`src/rtl/karatsuba_mul_param_if.sv`:
```
// Request/result bundle for the iterative Karatsuba multiplier.
// The requester holds the master side: it drives start, x and y and observes
// product, done and busy.
interface karatsuba_mul_param_if #(
  parameter int WIDTH = 16
) ();

  logic                 start;
  logic [WIDTH-1:0]     x;
  logic [WIDTH-1:0]     y;
  logic [2*WIDTH-1:0]   product;
  logic                 done;
  logic                 busy;

  modport master (
    output start, x, y,
    input  product, done, busy
  );

  modport slave (
    input  start, x, y,
    output product, done, busy
  );

endinterface

```
`src/rtl/karatsuba_mul_param.sv`:
```
// Iterative WIDTH x WIDTH Karatsuba multiplier.
// Three H-bit Karatsuba sub-products (lo*lo, hi*hi, (lo+hi)*(lo+hi)) run in
// parallel as bit-serial shift-and-add engines for H+1 cycles, then the middle
// term is formed and the halves are recombined. The latency is fixed at H+4
// clocks from the accepting edge to done.
// Optional build macro KARATSUBA_SIGNED_EN: operands are two's complement. The
// engines work on magnitudes and the product is negated at the end when the
// operand signs differ. Without the macro, operands are unsigned and no sign
// logic exists.
module karatsuba_mul_param #(
  parameter int WIDTH = 16
) (
  input  logic                  clk,
  input  logic                  reset_n,
  karatsuba_mul_param_if.slave  bus
);

  localparam int H  = WIDTH / 2;
  localparam int EW = 2 * H + 2;        // engine accumulator width
  localparam int PW = 2 * WIDTH;        // product width
  localparam int CW = $clog2(H + 1);    // iteration counter width

  typedef enum logic [2:0] {
    IDLE,
    LOAD,
    MUL,
    COMBINE,
    FINISH
  } state_t;

  state_t            state;
  logic [WIDTH-1:0]  x_q;
  logic [WIDTH-1:0]  y_q;
  logic [CW-1:0]     cnt;
  logic [EW-1:0]     acc    [3];        // 0: z0, 1: z2, 2: w
  logic [EW-1:0]     mcand  [3];
  logic [H:0]        mplier [3];
  logic [EW-1:0]     z1;
  logic [PW-1:0]     product_q;
  logic              done_q;
`ifdef KARATSUBA_SIGNED_EN
  logic              sign_q;
`endif

  // Operand magnitudes: pass-through for unsigned, absolute value for signed.
  // The most negative value maps to 2^(WIDTH-1), which still fits unsigned.
  logic [WIDTH-1:0]  x_mag;
  logic [WIDTH-1:0]  y_mag;
`ifdef KARATSUBA_SIGNED_EN
  assign x_mag = x_q[WIDTH-1] ? (~x_q + WIDTH'(1)) : x_q;
  assign y_mag = y_q[WIDTH-1] ? (~y_q + WIDTH'(1)) : y_q;
`else
  assign x_mag = x_q;
  assign y_mag = y_q;
`endif

  logic [H-1:0]      x_lo, x_hi, y_lo, y_hi;
  logic [H:0]        x_sum, y_sum;
  assign x_lo  = x_mag[H-1:0];
  assign x_hi  = x_mag[WIDTH-1:H];
  assign y_lo  = y_mag[H-1:0];
  assign y_hi  = y_mag[WIDTH-1:H];
  assign x_sum = {1'b0, x_lo} + {1'b0, x_hi};
  assign y_sum = {1'b0, y_lo} + {1'b0, y_hi};

  // Recombine the three terms. The true product fits in PW bits, so modular
  // PW-bit arithmetic gives the same result as the wider sum truncated.
  logic [PW-1:0]     assembled;
  always_comb begin
    assembled = (PW'(acc[1][2*H-1:0]) << WIDTH)
              + (PW'(z1) << H)
              +  PW'(acc[0][2*H-1:0]);
  end

  // Control FSM and datapath registers, all advanced on the same edge.
  // NOTE: sequential state uses non-blocking assignments so every register
  // samples pre-edge values; blocking here would chain the engine updates.
  always_ff @(posedge clk or negedge reset_n) begin
    if (!reset_n) begin
      state     <= IDLE;
      x_q       <= '0;
      y_q       <= '0;
      cnt       <= '0;
      z1        <= '0;
      product_q <= '0;
      done_q    <= 1'b0;
`ifdef KARATSUBA_SIGNED_EN
      sign_q    <= 1'b0;
`endif
      // NOTE: the engine arrays are a handful of flops, not a RAM, so they are
      // reset like any other register and never start from stale contents.
      for (int i = 0; i < 3; i++) begin
        acc[i]    <= '0;
        mcand[i]  <= '0;
        mplier[i] <= '0;
      end
    end else begin
      unique case (state)
        IDLE: begin
          done_q <= 1'b0;
          if (bus.start) begin
            x_q   <= bus.x;
            y_q   <= bus.y;
            state <= LOAD;
          end
        end

        LOAD: begin
`ifdef KARATSUBA_SIGNED_EN
          sign_q    <= x_q[WIDTH-1] ^ y_q[WIDTH-1];
`endif
          mcand[0]  <= EW'(x_lo);
          mplier[0] <= {1'b0, y_lo};
          mcand[1]  <= EW'(x_hi);
          mplier[1] <= {1'b0, y_hi};
          mcand[2]  <= EW'(x_sum);
          mplier[2] <= y_sum;
          for (int i = 0; i < 3; i++) acc[i] <= '0;
          cnt       <= '0;
          state     <= MUL;
        end

        MUL: begin
          for (int i = 0; i < 3; i++) begin
            if (mplier[i][0]) acc[i] <= acc[i] + mcand[i];
            mcand[i]  <= mcand[i] << 1;
            mplier[i] <= mplier[i] >> 1;
          end
          cnt <= cnt + CW'(1);
          if (cnt == CW'(H)) state <= COMBINE;
        end

        COMBINE: begin
          // w >= z0 + z2 always, so the middle term never goes negative.
          z1    <= acc[2] - acc[0] - acc[1];
          state <= FINISH;
        end

        FINISH: begin
`ifdef KARATSUBA_SIGNED_EN
          product_q <= sign_q ? (~assembled + PW'(1)) : assembled;
`else
          product_q <= assembled;
`endif
          done_q    <= 1'b1;
          state     <= IDLE;
        end

        default: state <= IDLE;
      endcase
    end
  end

  assign bus.product = product_q;
  assign bus.done    = done_q;
  assign bus.busy    = (state != IDLE);

endmodule

```
`src/flat_wrapper.sv`:
```
// flat-port wrapper written by rule: the top's interface ports become plain ports
module karatsuba_mul_param_flat 
#(
  parameter int WIDTH = 16
)
  (clk, reset_n, bus_start, bus_x, bus_y, bus_product, bus_done, bus_busy);
  karatsuba_mul_param_if #(.WIDTH(WIDTH)) bus_i ();
  input  logic clk;
  input  logic reset_n;
  input wire logic [$bits(bus_i.start)-1:0] bus_start;
  input wire logic [$bits(bus_i.x)-1:0] bus_x;
  input wire logic [$bits(bus_i.y)-1:0] bus_y;
  output wire logic [$bits(bus_i.product)-1:0] bus_product;
  output wire logic [$bits(bus_i.done)-1:0] bus_done;
  output wire logic [$bits(bus_i.busy)-1:0] bus_busy;
  assign bus_i.start = bus_start;
  assign bus_i.x = bus_x;
  assign bus_i.y = bus_y;
  assign bus_product = bus_i.product;
  assign bus_done = bus_i.done;
  assign bus_busy = bus_i.busy;
  karatsuba_mul_param #(.WIDTH(WIDTH)) u_core (.clk(clk), .reset_n(reset_n), .bus(bus_i));
endmodule
```
`config.mk`:
```
export PLATFORM = sky130hd
export DESIGN_NAME = karatsuba_mul_param_flat
export DESIGN_NICKNAME = d
export VERILOG_FILES = /design/src/rtl/karatsuba_mul_param_if.sv /design/src/rtl/karatsuba_mul_param.sv /design/src/flat_wrapper.sv
export SDC_FILE = /design/constraint.sdc
export NUM_CORES = 1
export LEC_CHECK = 0
export BUFFER_PORTS_ARGS = -buffer_cell sky130_fd_sc_hd__buf_2
export CORE_AREA = 4 4 152 154
export DETAILED_ROUTE_END_ITERATION = 8
export DIE_AREA = 0 0 156 158
export PLACE_DENSITY = 0.84
export SLEW_MARGIN = 20
export SYNTH_ARGS = -nofsm -noshare
export SYNTH_HDL_FRONTEND = slang
export SYNTH_SLANG_ARGS = --single-unit
export TNS_END_PERCENT = 100
```
`constraint.sdc`:
```
create_clock -name clk -period 3.75 [get_ports clk]
set_input_delay 0.1875 -clock clk [delete_from_list [all_inputs] [get_ports clk]]
set_output_delay 0.1875 -clock clk [all_outputs]
set_load 0.02 [all_outputs]
```
==> impl_summary.md <==
STA
Across the routed clock network, the largest skew measured is 0.00806 ns. Setup violations remaining at the end of the flow were counted as 0. In the final timing run, aggregate negative setup slack is 0 ns.

The number of hold violations in the final report is 0. The headroom to the max-slew limit is 0.428. Subtracting the final worst setup slack from the clock period gives 2.98 ns. For this run, the top clock speed supported by timing is 335 MHz. The share of the cycle needed by the critical path after routing is 0.796. The smallest hold slack is 0.0742 ns. Setup repair after global routing left no endpoint under its margin.

The transition time of the tightest slew-check pin is 0.856 ns. The final number of max-transition violations came to 0.

Yosys
For this run, the register share of the synthesized area comes to 0.421. After synthesis the cells add up to 13300 um^2. Yosys attributes the largest share of cell area to sky130_fd_sc_hd__dfrtp_1, sky130_fd_sc_hd__ha_1, sky130_fd_sc_hd__o21ai_0, sky130_fd_sc_hd__nand2_1, sky130_fd_sc_hd__fa_1.

The fraction of synthesized cell area taken by the top area cell type is 0.421. The average footprint of a synthesized cell is 9.72 um^2. The share of async-settable or async-resettable flops after synthesis is 1.00. The number of flops mapped to enable cells by yosys is 0. Yosys printed 0 warnings. The flop and latch count out of synthesis is 223. For this run, the leading register cell type out of synthesis is sky130_fd_sc_hd__dfrtp_1.

Counting every instance in the synthesized netlist gives 1365. Counting distinct cell types in the post-synthesis netlist gives 70. The cell type contributing the most total cell area after synthesis is sky130_fd_sc_hd__dfrtp_1. The synthesized net count is 1527.

Clock tree
The number of resized instances in the post-cts repair step is 0. In this run the number of H-tree levels came out at 1. The master cell of the clock root buffer is sky130_fd_sc_hd__clkbuf_16.

The total setup buffers inserted after CTS is 0. The register clock-pin slew on the reported worst setup and hold paths is 0.06 ns. CTS saw 223 sinks. The insertion delay of the later-clocked pin in the worst-skew pair is 0.52 ns. The number of hold buffers added after CTS was 33. TritonCTS created 24 clock buffers.

The number of buffers on the longest clock path is 3. The CTS tree is yes.

Die
The die is 156 um wide. After floorplanning, the core was sized to cover 21700 um^2. The effective utilization at floorplan is 0.612. During I/O placement, the number of pins put on the boundary was 69. The initialized floorplan defines 54 standard-cell rows. The floorplan step defined a die boundary enclosing 24600 um^2.

The die outline height is 158 um.

Cells and area
In the final layout, the multi-input gates occupy 7230 um^2. 0 antenna diodes ended up in the layout. After routing the design area is 15000 um^2. The growth of design area from synthesis to finish is 13.0%. The layout has 1586 filler cells. Across the whole layout, storage elements account for 5580 um^2. In the final layout, the share of cells above drive strength 1 is 0.116. Measured on the finished design, the core utilization comes to 0.691. The net count reported at finish is 1613.

Outcome
The run finished with clean final reports.

GRT
The met1 track demand over resource is 0.377. The global-route congestion overflow total is 0. The number of global-route vias before repair was 10709.

The initial antenna violation count was 0. The most used routing layer in global routing is met2. For this run, the total global-route usage over all layers was measured as 0.273. The first-pass GRT wire length is 54900 um.

The met3 capacity usage during global routing is 0.0383. Entering global routing, the biggest net connects 108 pins. For this run, global-route usage on met2 was measured as 0.444.

Pwr
For this design the static power due to leakage is 7.14 nW. The worst-case IR drop observed on VDD is 0.644 mV. The power density over the cells is 1010 nW/um^2.

Setup path
The required time at the worst-slack endpoint is 4.13 ns. The kind of start point of the critical path is a flop. The library cell appearing most often on the critical path is sky130_fd_sc_hd__o21ai_1. In this run the critical register-to-register path is captured at u_core.bus.product[24].

The maximum fanout encountered on the critical timing path is 4. In this run the register-to-register setup slack is 0.77 ns. The startpoint identified for the worst register-to-register timing path is u_core.acc[44]. Counting cells, the worst reg-to-reg path comes to 10. Counting both buffers and inverters, the worst setup path holds a total of 0. The kind of critical path is flop to flop. The kind of end point of the critical path is a flop.

The critical path's slowest cell is sky130_fd_sc_hd__dfrtp_1. Grouping stages by cell kind, the critical path spends the most delay in compound AO/OA/AOI/OAI gates. The data arrival time of the critical path is 3.36 ns. The largest single stage delay on the critical path is 0.42 ns. Walking the worst path, the cells encountered are ha_1 -> fa_1 -> a21o_1 -> a2111oi_2 -> o21ai_1 -> a32oi_1 -> nand3_1 -> a31oi_1 -> xor2_1 -> o21ai_1.

Place
The weighted congestion reported at the end of routability-driven placement is 0.981. Detailed placement ended at an HPWL of 23100 um. Summing all placed instances gives a cell area of 13900 um^2.

Input and output buffers added on the ports amount to 68.

Worst hold path
The number of stages on the worst hold path is 3. The startpoint of the lowest-slack hold path is bus_start. The worst hold path terminates at u_core.state[0]. The path category of the worst min-delay check is input port to flop.

Detailed routing
The average wire per cell in the routed design is 19.0 um. The via count normalized by instance count is 6.15. The first detailed-routing pass ran for 6 iterations.

For this block, the initial DRC count from the detailed router was 875. After detailed routing, the number of remaining DRC violations is 0. The number of nets still failing antenna checks after routing is 0. The count of vias placed by the detailed router is 10738. The final layout contains routed wiring with a total length of 33200 um.

Flow run
The tool flagged a number of max-cap violations equal to 0.
-- stage by stage --
step | std cells | worst slack [ns] | power (W)
2_1_floorplan | 1365 | 1.06 | 0.0105
5_1_grt | 1746 | 0.508 | 0.0164
3_5_place_dp | 1672 | 0.765 | 0.0126
6_report | 1746 | 0.767 | 0.0151
4_1_cts | 1746 | 0.788 | 0.0150
3_3_place_gp | 1672 | 0.875 | 0.0123
-- tightest hold or removal path, cell delays in order --
cell                       delay [ns]
sky130_fd_sc_hd__buf_2           0.10
sky130_fd_sc_hd__nand2b_1        0.14
sky130_fd_sc_hd__a21boi_0        0.12
-- sequential cells by signal, summed over array words and instances (netlist names) --
signal and flops:
u_core.acc 54, u_core.mcand 54, u_core.bus.product 32, u_core.mplier 25
u_core.z1 18, u_core.x_mag 16, u_core.y_mag 16, u_core.cnt 4
u_core.state 3, u_core.bus.done 1
-- report_power, final --
part | leakage (nW) | internal, W | total (W) | switching [W]
combinational | 3.86 | 0.00362 | 0.00850 | 0.00488
clock | 0.374 | 0.00129 | 0.00225 | 0.000969
sequential | 2.91 | 0.00337 | 0.00436 | 0.000990
total | 7.14 | 0.00828 | 0.0151 | 0.00684
-- placed cells by master (no fill, tap or decap), types with 42 or more instances in the layout --
master	netlist	final
sky130_fd_sc_hd__o21ai_0	143	143
sky130_fd_sc_hd__buf_2	2	67
sky130_fd_sc_hd__dfrtp_1	223	223
sky130_fd_sc_hd__nand3_1	71	71
sky130_fd_sc_hd__a21oi_1	56	56
sky130_fd_sc_hd__nand2_1	158	157
sky130_fd_sc_hd__inv_1	72	72
sky130_fd_sc_hd__ha_1	104	104
sky130_fd_sc_hd__xnor2_1	42	42
-- logic make-up (layout without fill, tap and decap cells) --
kind of cell | count (synthesis) | after routing | synth area share
and+or+nand+nor | 372 | 372 | 0.132
buffers and inverters | 128 | 229 | 0.0364
adders and majority gates | 127 | 127 | 0.133
AOI/OAI and AO/OA | 400 | 400 | 0.195
muxes | 36 | 36 | 0.0304
DFF | 223 | 223 | 0.421
xor gates and xnor gates | 79 | 79 | 0.0521
-- worst max path at each step --
stage	start	to	slack, ns	depth (start not counted)
finish	u_core.acc[44]	u_core.bus.product[24]	0.77	10
global route	u_core.acc[20]	u_core.z1[16]	0.51	11
CTS	u_core.acc[20]	u_core.z1[16]	0.79	11
detailed placement	u_core.acc[44]	u_core.bus.product[24]	0.77	10
global placement	u_core.acc[20]	u_core.z1[16]	0.87	11
floorplan	u_core.acc[20]	u_core.z1[16]	1.06	11
-- cell type report --
cell class / instances / share of cell area
clock buffer: 30 / 0.0457
clock inverter: 11 / 0.00426
inverter: 72 / 0.0180
multi-input combinational: 1014 / 0.483
sequential: 223 / 0.372
tap: 280 / 0.0234
timing repair buffer: 116 / 0.0538
-- synthesized netlist by cell type (all sizes together), types with 3 or more instances --
cell type,n
inv,72
nand2b,20
a21oi,57
nand2,158
a21o,21
o31ai,16
dfrtp,223
nor3,26
nand3b,3
o21bai,10
xnor2,42
a22o,34
and3,5
xor2,37
ha,104
nor2,38
nor3b,10
o21ai,148
a211o,3
a21boi,5
nor2b,13
o211ai,6
a221o,5
a22oi,37
clkbuf,43
fa,23
o21a,15
mux2,34
a211oi,5
o2111ai,3
buf,13
a31oi,12
nand3,71
or3,10
nand4,3
and2,6
-- routing by layer --
| layer | up-vias | part of all wire |
|---|---|---|
| met1 | 5239 | 0.43 |
| met4 | 0 | 0.036 |
| met3 | 73 | 0.066 |
| met2 | 350 | 0.47 |
| met5 | - | 0 |
| li1 | 5076 | - |
No activity file was read; power rests on OpenSTA's default activity.
